--- src/rtl/clock_pkg.sv ---
// Shared encodings for the clock chain: edit_field values and the time_set_ctrl FSM states.
// Also used by the display driver and counter wrappers.
package clock_pkg;

   localparam logic [1:0] FLD_RUN = 2'd0;
   localparam logic [1:0] FLD_MIN = 2'd1;
   localparam logic [1:0] FLD_HR  = 2'd2;

   // State codes equal the edit_field codes, so the state register drives edit_field directly.
   typedef enum logic [1:0] {
      ST_RUN     = FLD_RUN,
      ST_SET_MIN = FLD_MIN,
      ST_SET_HR  = FLD_HR
   } state_t;

endpackage

--- src/rtl/btn_repeat.sv ---
// Edge detect plus hold-to-repeat timer for one debounced button.
// rpt_pulse is combinational; the caller registers it.
module btn_repeat #(
   parameter int CNT_W      = 24,
   parameter int RPT_DELAY  = 12_500_000,
   parameter int RPT_PERIOD = 2_500_000
) (
   input  logic clk,
   input  logic rst,
   input  logic btn,
   input  logic hold,
   output logic rpt_pulse
);

   logic             btn_q;
   logic             active;
   logic             in_period;
   logic [CNT_W-1:0] cnt;
   logic             rise;
   logic             due;

   assign rise      = btn & ~btn_q;
   // cnt holds the number of cycles since the edge or since the last repeat pulse
   assign due       = active & btn & (cnt == (in_period ? CNT_W'(RPT_PERIOD) : CNT_W'(RPT_DELAY)));
   assign rpt_pulse = ~hold & (rise | due);

   always_ff @(posedge clk or posedge rst) begin
      if (rst) begin
         btn_q     <= 1'b0;
         active    <= 1'b0;
         in_period <= 1'b0;
         cnt       <= '0;
      end else begin
         btn_q <= btn;
         if (hold || !btn) begin
            active    <= 1'b0;
            in_period <= 1'b0;
            cnt       <= '0;
         end else if (rise) begin
            active    <= 1'b1;
            in_period <= 1'b0;
            cnt       <= CNT_W'(1);
         end else if (due) begin
            in_period <= 1'b1;
            cnt       <= CNT_W'(1);
         end else if (active) begin
            cnt <= cnt + 1'b1;
         end
      end
   end

endmodule

--- src/rtl/time_set_ctrl.sv ---
// Mode/edit controller for the HH:MM:SS counter chain: field FSM, up/down routing, blink.
// Optional macro TIME_SET_AUTO_EXIT_EN adds the idle timeout back to RUN.
module time_set_ctrl
   import clock_pkg::*;
#(
   parameter int CNT_W      = 24,
   parameter int RPT_DELAY  = 12_500_000,
   parameter int RPT_PERIOD = 2_500_000,
   parameter int TIMEOUT_S  = 10
) (
   input  logic       clk,
   input  logic       rst,
   input  logic       tick_1hz,
   input  logic       btn_mode,
   input  logic       btn_up,
   input  logic       btn_down,
   output logic       sec_inc_auto,
   output logic       sec_clr,
   output logic       min_inc_man,
   output logic       min_dec_man,
   output logic       hr_inc_man,
   output logic       hr_dec_man,
   output logic [1:0] edit_field,
   output logic       blink
);

   state_t state, state_nx;
   logic   mode_q, mode_edge, rpt_hold;
   logic   up_evt, dn_evt, to_hit;
   logic   sec_inc_nx, sec_clr_nx, min_inc_nx, min_dec_nx, hr_inc_nx, hr_dec_nx, blink_nx;

   assign mode_edge = btn_mode & ~mode_q;
   // Both directions held cancels everything; a mode edge swallows any same-cycle up/down.
   assign rpt_hold  = (btn_up & btn_down) | mode_edge;

   btn_repeat #(.CNT_W(CNT_W), .RPT_DELAY(RPT_DELAY), .RPT_PERIOD(RPT_PERIOD)) u_up (
      .clk(clk), .rst(rst), .btn(btn_up), .hold(rpt_hold), .rpt_pulse(up_evt));

   btn_repeat #(.CNT_W(CNT_W), .RPT_DELAY(RPT_DELAY), .RPT_PERIOD(RPT_PERIOD)) u_dn (
      .clk(clk), .rst(rst), .btn(btn_down), .hold(rpt_hold), .rpt_pulse(dn_evt));

`ifdef TIME_SET_AUTO_EXIT_EN
   localparam int TO_W = $clog2(TIMEOUT_S + 1);
   logic [TO_W-1:0] to_cnt;
   logic            activity;

   assign activity = mode_edge | up_evt | dn_evt;
   assign to_hit   = tick_1hz & ~activity & (to_cnt == TO_W'(TIMEOUT_S - 1));

   always_ff @(posedge clk or posedge rst) begin
      if (rst)                             to_cnt <= '0;
      else if (state == ST_RUN || activity) to_cnt <= '0;
      else if (tick_1hz)                   to_cnt <= to_cnt + 1'b1;
   end
`else
   assign to_hit = 1'b0;
   if (TIMEOUT_S < 1) begin : g_bad_timeout
   end
`endif

   always_comb begin
      state_nx   = state;
      sec_clr_nx = 1'b0;
      min_inc_nx = 1'b0;
      min_dec_nx = 1'b0;
      hr_inc_nx  = 1'b0;
      hr_dec_nx  = 1'b0;
      sec_inc_nx = (state == ST_RUN) & tick_1hz;
      case (state)
         ST_RUN: begin
            if (mode_edge) begin
               state_nx   = ST_SET_MIN;
               sec_clr_nx = 1'b1;
            end
         end
         ST_SET_MIN: begin
            if (mode_edge) state_nx = ST_SET_HR;
            else begin
               min_inc_nx = up_evt;
               min_dec_nx = dn_evt;
            end
         end
         ST_SET_HR: begin
            if (mode_edge) state_nx = ST_RUN;
            else begin
               hr_inc_nx = up_evt;
               hr_dec_nx = dn_evt;
            end
         end
         default: state_nx = ST_RUN;
      endcase
      if (to_hit && state != ST_RUN && !mode_edge) state_nx = ST_RUN;

      blink_nx = blink;
      if (state_nx == ST_RUN || state_nx != state) blink_nx = 1'b0;
      else if (tick_1hz)                           blink_nx = ~blink;
   end

   always_ff @(posedge clk or posedge rst) begin
      if (rst) begin
         state        <= ST_RUN;
         mode_q       <= 1'b0;
         sec_inc_auto <= 1'b0;
         sec_clr      <= 1'b0;
         min_inc_man  <= 1'b0;
         min_dec_man  <= 1'b0;
         hr_inc_man   <= 1'b0;
         hr_dec_man   <= 1'b0;
         blink        <= 1'b0;
      end else begin
         state        <= state_nx;
         mode_q       <= btn_mode;
         sec_inc_auto <= sec_inc_nx;
         sec_clr      <= sec_clr_nx;
         min_inc_man  <= min_inc_nx;
         min_dec_man  <= min_dec_nx;
         hr_inc_man   <= hr_inc_nx;
         hr_dec_man   <= hr_dec_nx;
         blink        <= blink_nx;
      end
   end

   assign edit_field = state;

endmodule
--- config.mk ---
export PLATFORM = sky130hd
export DESIGN_NAME = time_set_ctrl
export DESIGN_NICKNAME = d
export VERILOG_FILES = /design/src/rtl/clock_pkg.sv /design/src/rtl/btn_repeat.sv /design/src/rtl/time_set_ctrl.sv
export SDC_FILE = /design/constraint.sdc
export NUM_CORES = 1
export LEC_CHECK = 0
export CAP_MARGIN = 20
export CORE_MARGIN = 8
export CORE_UTILIZATION = 52
export DETAILED_ROUTE_END_ITERATION = 8
export PLACE_DENSITY = 0.77
export SLEW_MARGIN = 20
export SYNTH_ARGS = -nofsm -noshare
export SYNTH_HDL_FRONTEND = slang
export SYNTH_HIERARCHICAL = 1
export SYNTH_SLANG_ARGS = --single-unit
--- constraint.sdc ---
create_clock -name clk -period 4 [get_ports clk]
set_input_delay 0.8 -clock clk [delete_from_list [all_inputs] [get_ports clk]]
set_output_delay 0.8 -clock clk [all_outputs]
set_load 0.02 [all_outputs]
==> impl_metrics.toml, run 1 <==
[layout]
area_delta_synth_final_pct = 11.3
antenna_cells = 0
nNetsFinal = 371
layout.cells.non_filler = 443
drive_gt1_share_pct = 9.84
fillers = 552

[timing]
fin_crit_ns = 2.52
drv_slew = 0
whs_ns = 0.498
fmax_mhz = 396
slew_headroom_pct = 62.7
fin_crit_sh_pct = 63.1
tns_ns = 0
rsz0062_at_grt = "no"
setup_viol = 0
hold_viol = 0
skew_ns = 0.0114
worst_slew_pin_slew_ns = 0.559

[grt]
grt_pass1_wl_um = 12000
overflow = 0
antenna_found_initial = 0
grt_start_max_net_pins = 28
grt_pass1_vias = 2519
grt.total_usage_pct = 15.3

[yosys]
synth_fa_ha_area_share_pct = 1.48
dominantRegCellSynth = "dfrtp_1"
synth_cell_types = 42
syn_area_per_cell_um2 = 9.74
syn_nets = 358
synthCells = 348
synth-xor-area-share_pct = 6.46
synth_top_family_by_area = "simple AND/OR/NAND/NOR gates"
synth_compound_area_share_pct = 11.7
synth.largest_area_cell = "dfrtp_1"
synthMuxAreaShare_pct = 1.03
synth.ff_latch_count = 64
synth_top_area_share_pct = 47.2
async_flop_share_pct = 100
synth_enable_flop_cells = 0
synthesis.area_um2 = 3390
ys_warn_count = 6
ys_seq_area_share_pct = 47.2
synth_area_leaders = "dfrtp_1 (47%), xor2_1 (5.4%), nand4_1 (4.1%)"
synth_simple_gate_area_share_pct = 28.3

[critical_path]
slowest_stage = "clkdlybuf4s50_1"
crit_type = "in -> reg"
crit_chain = "clkdlybuf4s50_1, nand4bb_1, or4_4, or3_4, a21oi_1, and3_1"
worstPathMaxFanout = 5
crit_path_start_kind = "input port"
cp.required_ns = 4.28
worstPathBufferInverterCount = 1
rr_startpoint = "u_up/cnt[6]"
end_kind = "flop"
startpoint = "btn_down"
worstPathArrival_ns = 2.81
path_delay_family = "simple AND/OR/NAND/NOR gates"
worst-r2r-setup-slack_ns = 1.78
timing.critical_path.slowest_cell_delay_ns = 0.60
worst_r2r_endpoint = "hr_inc_man"
r2r_cells = 5

[cts]
cts_sinks = 64
htreeDepth = 3
clk_pin_slew_ns = 0.08
cts_hold_buf = 0
insertion_delay_ns = 0.34
post_cts_resized = 0
clockBufferDepth = 2
post_cts_buffers = 0
cts-root-buf = "clkbuf_8"
cts_tree = "built"
numCtsBuffers = 9

[hold_path]
hold_path.class = "reg -> reg"
min_path_cells = 1
min_to = "u_up/active"
worstHoldStart = "u_up/btn_q"

[detailed_routing]
drt_iter0_drc = 185
firstDrtPassIters = 4
vias = 2719
via_per_inst = 6.14
wl_um = 6960
drc = 0
antenna_left = 0
routedWlPerCell_um = 15.7

[power_and_ir_drop]
switching_share_pct = 26.5
p_leak_uw = 0.00153
p_switching_uw = 372
p_per_area_nw_per_um2 = 373
pwr-share-comb_pct = 11.6
clkPwrFrac_pct = 38.7
peakVddDrop_mv = 0.387
p_int_uw = 1030
power.total_uw = 1410
seq_power_share_pct = 49.7

[floorplan]
initial_utilization_pct = 53.7
dieArea_um2 = 9360
row_count = 29
fp.dieH_um = 96.7
ios = 15
die_w_um = 96.7
core-area_um2 = 6310

[placed_design]
io_buffers = 14
dp.cells = 427
dp_hpwl_um = 4970
gp_congestion = 0.852

[job]
drv_cap = 0

[status]
status = "finished, final reports clean"
[per-stage QoR]
step,area (µm²),util [%],worst slack (ns)
after floorplan,3390,-,1.83
after global placement,3580,56.7,1.12
after detailed placement,3580,56.7,1.10
after CTS,3770,59.8,1.47
after global routing,3770,59.8,1.41
final,3770,59.8,1.48
[power by group through the flow]
| stage | Sequential [µW] | Clock [µW] | Combinational, µW |
|---|---|---|---|
| final | 699 | 544 | 164 |
| after global routing | 703 | 586 | 177 |
| after CTS | 699 | 559 | 166 |
| after detailed placement | 712 | 0 | 165 |
| after global placement | 710 | 0 | 161 |
| after floorplan | 732 | 0 | 73.2 |
[routing by layer]
| layer | wire [µm] | global-route usage, % | vias to the layer above |
|---|---|---|---|
| met3 | 314 | 3.84 | 8 |
| met5 | 0 | 0 | - |
| li1 | - | - | 1292 |
| met4 | 94 | 6.86 | 0 |
| met2 | 3140 | 22.5 | 67 |
| met1 | 3410 | 20.5 | 1352 |
[kinds of logic (layout without fill, tap and decap cells)]
logic type               after synthesis  count (layout)
adder cells (fa/ha/maj)                4               4
AO/OA/AOI/OAI                         60              60
flip-flops                            64              64
AND/OR/NAND/NOR                      162             162
buffers and inverters                 30              48
multiplexers                           3               3
XOR/XNOR                              25              25
[cell usage in the layout, fill, tap and decap left out, types with 4 or more instances in the layout]
cell type        synthesis  final
a21oi_1                 24     24
and2_1                   8      8
and3_1                  16     16
and4_1                   4      4
clkbuf_8                 0      9
clkdlybuf4s50_1          0     14
dfrtp_1                 64     64
ha_1                     4      4
inv_1                   15     13
nand2_1                 22     22
nand3_1                  8      8
nand4_1                 22     22
nor2_1                  27     27
nor3_1                   7      7
nor4b_1                  4      4
o21ai_0                 14     14
o31ai_1                  6      6
or3_1                   18     18
or4_1                    8      8
xnor2_1                  4      4
xor2_1                  21     21
[final cells by class]
cell class	instances	area (µm²)	area share, %
Inverter	15	56.3	1.49
Clock buffer	9	124	3.28
Sequential cell	64	1600	42.4
Timing Repair Buffer	17	163	4.31
Tap cell	77	96.3	2.55
Clock inverter	7	72.6	1.92
Multi-Input combinational cell	254	1660	44.0
[flip-flops by register name (all words and copies together) (netlist names)]
name / flops
blink: 1
edit_field: 2
hr_dec_man: 1
hr_inc_man: 1
min_dec_man: 1
min_inc_man: 1
mode_q: 1
sec_clr: 1
sec_inc_auto: 1
u_dn/active: 1
u_dn/btn_q: 1
u_dn/cnt: 24
u_dn/in_period: 1
u_up/active: 1
u_up/btn_q: 1
u_up/cnt: 24
u_up/in_period: 1
[cells in the mapped netlist, types with 6 or more instances]
cell type and n:
o21ai_0 14, nand4_1 22, and3_1 16, or4_1 8, nand2_1 22, o31ai_1 6, nor2_1 27, a21oi_1 24
xor2_1 21, and2_1 8, buf_2 6, nor3_1 7, nand3_1 8, dfrtp_1 64, clkbuf_1 8, or3_1 18
inv_1 15
[how the worst max path moves through the flow]
| stage | slack, ns | depth (start not counted) | to |
|---|---|---|---|
| 6_report | 1.48 | 6 | min_dec_man |
| 5_1_grt | 1.41 | 6 | hr_dec_man |
| 4_1_cts | 1.47 | 6 | u_dn/cnt[21] |
| 3_5_place_dp | 1.10 | 6 | min_dec_man |
| 3_3_place_gp | 1.12 | 6 | u_dn/cnt[21] |
| 2_1_floorplan | 1.83 | 5 | hr_dec_man |
(Power assumes the default switching activity.)
==> run 2: changes to the inputs <==
--- a/config.mk
+++ b/config.mk
@@ -9,7 +9,7 @@
 export CORE_MARGIN = 8
 export CORE_UTILIZATION = 52
 export DETAILED_ROUTE_END_ITERATION = 8
-export PLACE_DENSITY = 0.77
+export PLACE_DENSITY = 0.8
 export SLEW_MARGIN = 20
 export SYNTH_ARGS = -nofsm -noshare
 export SYNTH_HDL_FRONTEND = slang
==> constraint.sdc (replaced) <==
create_clock -name clk -period 2.3 [get_ports clk]
set_input_delay 0.46 -clock clk [delete_from_list [all_inputs] [get_ports clk]]
set_output_delay 0.46 -clock clk [all_outputs]
set_load 0.02 [all_outputs]
==> run 2 against run 1 <==
Sequential power up 75%. Sequential share of layout area down 1.1 points. Core utilization is 1.7 points higher. Hold slack got worse by 0.045 ns. Cell count up 3.2%. Critical endpoint is now u_up/cnt[17]. Largest cell class unchanged.
==> impl_metrics.toml, run 2 (synthesized netlist as in run 1, its figures left out) <==
[critical_path]
worst-r2r-setup-slack_ns = 0.13
cp.required_ns = 2.52
worstPathArrival_ns = 2.39
crit_type = "reg -> reg"
end_kind = "flop"
worst_r2r_endpoint = "u_up/cnt[17]"
r2r_cells = 6
crit_path_start_kind = "flop"
rr_startpoint = "u_up/cnt[6]"
worstPathMaxFanout = 6

[cts]
cts_tree = "built"
htreeDepth = 3
cts-root-buf = "clkbuf_8"
insertion_delay_ns = 0.34
post_cts_resized = 0
cts_hold_buf = 0
clockBufferDepth = 2
post_cts_buffers = 0
clk_pin_slew_ns = 0.08
numCtsBuffers = 9
cts_sinks = 64

[status]
status = "finished, final reports clean"

[layout]
nNetsFinal = 385
final_cell_mix = "dfrtp_1 (64), nor2_1 (27), a21oi_1 (24), nand2_1 (22), nand4_1 (22)"
area_delta_synth_final_pct = 14.4
fillers = 509
antenna_cells = 0
layout_commonest_cell = "dfrtp_1"
multiInputGateArea_um2 = 1660
final_area_um2 = 3880
regArea_um2 = 1600
drive_gt1_share_pct = 12.6

[power_and_ir_drop]
power.total_uw = 2360
peakVddDrop_mv = 0.566
p_per_area_nw_per_um2 = 608
p_leak_uw = 0.00160

[floorplan]
row_count = 29
fp.dieH_um = 96.7
initial_utilization_pct = 53.7
ios = 15
die_w_um = 96.7
dieArea_um2 = 9360
core-area_um2 = 6310

[placed_design]
io_buffers = 14
dpl-instance-area_um2 = 3710
post-place-ws_ns = -0.142
dp_hpwl_um = 5180
gp_congestion = 0.870

[detailed_routing]
firstDrtPassIters = 4
routedWlPerCell_um = 15.8
via_per_inst = 6.00
antenna_left = 0
drc = 0
vias = 2743
wl_um = 7220
drt_iter0_drc = 184

[timing]
rsz0062_at_grt = "no"
fin_crit_sh_pct = 94.5
drv_slew = 0
setup_viol = 0
slew_headroom_pct = 74.0
tns_ns = 0
whs_ns = 0.453
worst_slack_ns = 0.126
fin_crit_ns = 2.17
worst_slew_pin_slew_ns = 0.388
fmax_mhz = 460
skew_ns = 0.00957
hold_viol = 0

[grt]
grt_pass1_wl_um = 12500
grt.met1_usage_pct = 20.6
grt_start_max_net_pins = 28
grt_pass1_vias = 2644
grt-busiest-layer = "met2"
antenna_found_initial = 0
grtUsageMet3_pct = 4.77
grt.total_usage_pct = 15.7
overflow = 0
grt_use_met2_pct = 23.6

[job]
drv_cap = 0

[hold_path]
hold_path.class = "in -> async"
-- run 2: changes by cell type in the layout (fill, tap and decap cells not counted), sizes merged --
cell / change
buf: +14
bufinv: -1
inv: +1
-- run 2: critical path, stage by stage (launching register included) --
cell     delay, ns
dfrtp_1       0.43
or3_1         0.40
or4_4         0.53
o31ai_2       0.30
buf_4         0.22
buf_12        0.12
a21oi_1       0.04
-- run 2: how the worst max path moves through the flow --
stage | startpoint | endpoint | cells after the start
final | u_up/cnt[6] | u_up/cnt[17] | 6
after CTS | u_up/cnt[6] | hr_inc_man | 5
after global routing | u_up/cnt[6] | hr_inc_man | 5
after detailed placement | btn_up | u_up/cnt[22] | 7
after global placement | btn_up | min_inc_man | 6
after floorplan | u_dn/cnt[6] | hr_dec_man | 5
-- run 2: layer usage --
metal	vias to the layer above	part of all wire [%]	wire, µm
met5	-	0	0
met4	0	1.2	84
met3	8	4.8	350
met2	83	47	3370
met1	1334	47	3420
li1	1318	-	-
-- run 2: power breakdown --
group / total [µW] / leakage, µW / switching [µW] / internal, µW
sequential: 1220 / 0.000880 / 47.6 / 1170
combinational: 303 / 0.000633 / 157 / 147
clock: 839 / 0.0000854 / 450 / 389
total: 2360 / 0.00160 / 654 / 1700
-- run 2: cell type report --
| class | count | area share (%) |
|---|---|---|
| Multi-Input combinational cell | 254 | 42.8 |
| Inverter | 15 | 1.45 |
| Timing Repair Buffer | 31 | 7.55 |
| Clock inverter | 7 | 1.23 |
| Clock buffer | 9 | 3.19 |
| Sequential cell | 64 | 41.3 |
| Tap cell | 77 | 2.48 |
-- run 2: stage by stage --
stage,util (%),std cells
after global placement,58.7,441
after detailed placement,58.7,441
final,61.4,457
after floorplan,-,348
after CTS,61.4,457
after global routing,61.4,457
